--- config.mk ---
export PLATFORM = sky130hd
export DESIGN_NAME = fft_reorder
export DESIGN_NICKNAME = d
export VERILOG_FILES = /design/src/rtl/fft_reorder_pkg.sv /design/src/rtl/reorder_sdpram.sv /design/src/rtl/fft_reorder.sv
export SDC_FILE = /design/constraint.sdc
export NUM_CORES = 2
export LEC_CHECK = 0
export CORE_MARGIN = 2
export CORE_UTILIZATION = 41
export CTS_BUF_LIST = sky130_fd_sc_hd__clkbuf_8
export DETAILED_ROUTE_END_ITERATION = 10
export PLACE_DENSITY = 0.64
export SLEW_MARGIN = 20
export SYNTH_ARGS = -nofsm -noshare
export SYNTH_HDL_FRONTEND = slang
export SYNTH_HIERARCHICAL = 1
export SYNTH_SLANG_ARGS = --single-unit
--- constraint.sdc ---
create_clock -name clk -period 9.6 [get_ports clk]
set_input_delay 2.88 -clock clk [delete_from_list [all_inputs] [get_ports clk]]
set_output_delay 2.88 -clock clk [all_outputs]
set_load 0.005 [all_outputs]
--- src/rtl/fft_reorder_pkg.sv ---
// fft_reorder_pkg: shared sample type, widths, state encoding and bit-reverse helper
package fft_reorder_pkg;
  localparam int DW = 16;
  localparam int FW = DW - 1;
  typedef struct packed {
    logic signed [DW-1:0] re;
    logic signed [DW-1:0] im;
  } Cplx;
  typedef enum logic [1:0] {IDLE, FILL, STREAM} state_t;
  function automatic logic [31:0] bitrev(input logic [31:0] value, input int width);
    logic [31:0] r;
    r = '0;
    for (int i = 0; i < width; i++) r[i] = value[width-1-i];
    return r;
  endfunction
endpackage

--- src/rtl/reorder_sdpram.sv ---
// reorder_sdpram: simple dual-port sample RAM, enable-gated write, registered read with clearable read register
module reorder_sdpram
  import fft_reorder_pkg::*;
#(
  parameter int AW = 7
) (
  input  logic          clk,
  input  logic          rst,
  input  logic          we,
  input  logic [AW-1:0] waddr,
  input  Cplx           wdata,
  input  logic          re,
  input  logic [AW-1:0] raddr,
  output Cplx           rdata
);
  Cplx mem [2**AW];
  // write port; contents are never cleared
  always_ff @(posedge clk)
    if (we) mem[waddr] <= wdata;
  // read register doubles as the block's output register, so it resets to zero
  always_ff @(posedge clk)
    if (rst) rdata <= '0;
    else if (re) rdata <= mem[raddr];
endmodule

--- src/rtl/fft_reorder.sv ---
// fft_reorder: bit-reversed to natural-order ping-pong reorder buffer; FFT_REORDER_FFTSHIFT_EN selects DC-centred output order
module fft_reorder
  import fft_reorder_pkg::*;
#(
  parameter int STG = 3
) (
  input  logic             clk,
  input  logic             rst,
  input  logic             en,
  input  Cplx              in,
  input  logic             in_sync,
  output Cplx              out,
  output logic             out_valid,
  output logic             out_sync,
  output logic [2*STG-1:0] out_idx
);
  localparam int AW = 2*STG;
  state_t state, state_nx;
  logic [AW-1:0] wcnt, rcnt, wpos, rbin;
  logic wb, resync, wlast, we, re;
  assign resync = in_sync && (wcnt != '0);
  assign wlast  = &wcnt;
  assign we     = en && (state != IDLE || in_sync);
  assign re     = en && state == STREAM && !resync;
  assign wpos   = resync ? '0 : AW'(bitrev(32'(wcnt), AW));
`ifdef FFT_REORDER_FFTSHIFT_EN
  assign rbin = {~rcnt[AW-1], rcnt[AW-2:0]};
`else
  assign rbin = rcnt;
`endif
  // a mid-frame sync restarts filling; otherwise leave IDLE on sync and start streaming once a frame is complete
  always_comb begin
    state_nx = resync ? FILL
             : (state == IDLE && in_sync) ? FILL
             : (state == FILL && wlast) ? STREAM
             : state;
  end
  // state, write/read counters and bank select, all frozen while en is low
  always_ff @(posedge clk)
    if (rst) begin
      state <= IDLE;
      wcnt  <= '0;
      rcnt  <= '0;
      wb    <= 1'b0;
    end else if (en) begin
      state <= state_nx;
      if (we) wcnt <= resync ? AW'(1) : wcnt + 1'b1;
      if (state != IDLE && wlast && !resync) wb <= ~wb;
      rcnt  <= (state == STREAM && !resync) ? rcnt + 1'b1 : '0;
    end
  // output qualifiers line up with the RAM read register
  always_ff @(posedge clk)
    if (rst) begin
      out_valid <= 1'b0;
      out_sync  <= 1'b0;
      out_idx   <= '0;
    end else if (en) begin
      out_valid <= re;
      out_sync  <= re && rcnt == '0;
      if (re) out_idx <= rbin;
    end
  reorder_sdpram #(.AW(AW + 1)) u_ram (
    .clk   (clk),
    .rst   (rst),
    .we    (we),
    .waddr ({wb, wpos}),
    .wdata (in),
    .re    (re),
    .raddr ({~wb, rbin}),
    .rdata (out)
  );
endmodule

==> qor.yml <==
power_and_ir_drop:
  p_leak_nw: 54.30
  vdd_drop_max_uv: 160.2
  power.density_nw_per_um2: 188.2
finish:
  utilization_pct: 46.51
  stdcell_count: 13290
  ff_latch_area_sq_um: 124100
  multi_input_area_sq_um: 33900
  syn_to_final_growth_pct: 12.80
  mostFrequentLayoutCells: "4096 x edfxtp_1, 1029 x mux4_2, 649 x clkbuf_8"
  final_area_sq_um: 179500
  final_common_cell: "edfxtp_1"
  finalNetCount: 7664
  fillers: 31290
  drive_above_1_share_pct: 27.51
critical_path:
  cp.required_ns: 10.39
  startpoint: "in_sync"
  regToRegStartpoint: "rbin[1]$_SDFFE_PP0P_"
  rr_worst_depth: 8
  cp.depth: 5
  critical_path.top_delay_family: "simple AND/OR/NAND/NOR gates"
  cp_data_arrival_time_ns: 7.18
  endpoint: "u_ram/mem[38][7]$_DFFE_PP_"
  critical_path_buf_inv_count: 1
  crit_chain: "clkdlybuf4s50_1 -> o31a_1 -> nor2b_1 -> nand3_4 -> nor2_4"
  rrSetupSlack_ns: 4.47
  endpoint_kind: "register"
  r2r_end: "u_ram/rdata[24]$_SDFFE_PP0P_"
  crit_slowest_cell: "nor2_4"
  cp_slowest_stage_delay_ns: 1.18
  start_kind: "primary input"
  path_class: "primary input to register"
  path_max_fanout: 32
global_route:
  grt_overflow: 0
  grt_max_degree: 122
  grtUsageTotal_pct: 22.62
  grt_pass1_vias: 77480
  antenna_found_initial: 48
  grt_pass1_wl_microns: 620900
outcome:
  status: "completed"
floorplan:
  die_h_microns: 627.0
  fp.dieW_microns: 627.0
  ioPinCount: 76
  die_area_sq_um: 393200
  fp-row-count: 228
  core-area_sq_um: 386000
  initial_core_util_pct: 41.23
yosys:
  synth_area_sq_um: 159200
  synth_edf_count: 4096
  ys_types: 70
  ys.warnings.count: 6
  ys_ff_latch: 4151
  syn-num-nets: 7122
  ys_seq_area_share_pct: 77.98
  synth-main-ff-cell: "edfxtp_1"
  synthCells: 7082
  syn_area_per_cell_sq_um: 22.47
  synthArstFlopShare_pct: 0
clock_network:
  postCtsSetupRepairBufs: 0
  cts_resized: 0
  cts_inserted_buffers: 645
  cts.clk_slew.worst_paths_ns: 0.06
  htreeDepth: 6
  cts_sinks: 4151
  cts_tree: "done"
  insertion_delay_ns: 1.24
  cts-root-buf: "clkbuf_8"
  clk_path_buf_depth: 4
  postCtsHoldBufs: 0
drt:
  drc: 0
  routedWlPerCell_microns: 33.95
  antenna_left: 0
  routed_wl_microns: 451300
  drtPass1Iterations: 5
  via_per_inst: 5.999
  drt_iter0_drc: 12290
  vias: 79740
sta:
  holdWs_ns: 0.5141
  hold_viol: 0
  fmax_mhz: 156.5
  layout_min_cycle_time_ns: 6.390
  finalClockSkew_ns: 0.08827
  final_max_slew_viol_count: 0
  setup_tns_ns: 0
  rsz0062_at_grt: "no"
  min_period_over_period_pct: 66.56
  setup_viol: 0
  relSlewSlack_pct: 7.804
  tightest_slew_ns: 1.368
min_path:
  hold_depth: 1
  hp-class: "register to register"
place:
  post-dp-hpwl_microns: 270400
  gp_congestion: 0.9919
  dpl_cell_area_sq_um: 166600
  dp_cells: 12090
  io_buffer_count: 75
job:
  maxCapViolations: 0
[sequential cells by signal, summed over array words and instances, names as in the netlist]
signal	cells
u_ram/rdata	32
out_valid	1
out_sync	1
state	2
out_idx	6
rbin	6
wcnt	6
wb	1
u_ram/mem	4096
[per-stage QoR]
| stage | power, mW | setup WS [ns] |
|---|---|---|
| finish | 33.78 | 3.210 |
| global route | 34.79 | 3.148 |
| CTS | 33.99 | 3.328 |
| detailed placement | 20.83 | 2.047 |
| global placement | 20.80 | 2.209 |
| floorplan | 20.35 | 3.191 |
[layout make-up]
cell class / instances / area share (%)
Sequential cell: 4151 / 69.14
Multi-Input combinational cell: 2528 / 18.88
Clock buffer: 649 / 4.976
Tap cell: 5175 / 3.607
Timing Repair Buffer: 285 / 1.999
Clock inverter: 477 / 1.344
Inverter: 13 / 0.03554
Antenna cell: 15 / 0.02091
[synth_stat cells (38+ instances only)]
| library cell | n | area share [%] |
|---|---|---|
| nand3_1 | 105 | 0.33 |
| a21oi_1 | 68 | 0.21 |
| mux4_2 | 1029 | 15 |
| buf_1 | 38 | 0.090 |
| buf_2 | 98 | 0.31 |
| dfxtp_1 | 55 | 0.69 |
| edfxtp_1 | 4096 | 77 |
| nand2_1 | 309 | 0.73 |
| o22ai_1 | 87 | 0.34 |
| nor2_1 | 178 | 0.42 |
| buf_4 | 64 | 0.30 |
| mux2i_1 | 273 | 1.7 |
| o221ai_1 | 73 | 0.40 |
| nor3_1 | 39 | 0.12 |
| clkbuf_1 | 142 | 0.33 |
| buf_6 | 48 | 0.34 |
[layer usage]
layer	vias to the layer above	GRT usage (%)	routed length, microns	share of wire, %
met5	-	0	56	0.012
li1	31310	-	-	-
met3	723	5.056	51060	11
met4	8	8.626	18120	4.0
met2	4948	34.79	210400	47
met1	42750	31.64	171700	38
[report_power, final]
| group | total [mW] | switching [mW] | internal, mW |
|---|---|---|---|
| clock network | 13.3 | 6.93 | 6.40 |
| registers | 19.9 | 0.00472 | 19.9 |
| logic | 0.518 | 0.468 | 0.0503 |
[kinds of logic after synthesis]
| logic type | after synthesis | synth area share (%) |
|---|---|---|
| buffers and inverters | 403 | 1.405 |
| flip-flops | 4151 | 77.98 |
| adder cells (fa/ha/maj) | 4 | 0.03145 |
| multiplexers | 1330 | 16.48 |
| XOR/XNOR | 4 | 0.02201 |
| AND/OR/NAND/NOR | 758 | 2.121 |
| AO/OA/AOI/OAI | 432 | 1.968 |
[worst min path at each step]
stage | start | slack [ns] | endpoint
2_1_floorplan | u_ram/rdata[15]$_SDFFE_PP0P_ | 0.45 | u_ram/rdata[15]$_SDFFE_PP0P_
3_3_place_gp | u_ram/rdata[9]$_SDFFE_PP0P_ | 0.49 | u_ram/rdata[9]$_SDFFE_PP0P_
3_5_place_dp | u_ram/rdata[9]$_SDFFE_PP0P_ | 0.49 | u_ram/rdata[9]$_SDFFE_PP0P_
4_1_cts | u_ram/rdata[9]$_SDFFE_PP0P_ | 0.51 | u_ram/rdata[9]$_SDFFE_PP0P_
5_1_grt | u_ram/rdata[9]$_SDFFE_PP0P_ | 0.52 | u_ram/rdata[9]$_SDFFE_PP0P_
6_report | u_ram/rdata[9]$_SDFFE_PP0P_ | 0.51 | u_ram/rdata[9]$_SDFFE_PP0P_
No activity file was read; power rests on OpenSTA's default activity.
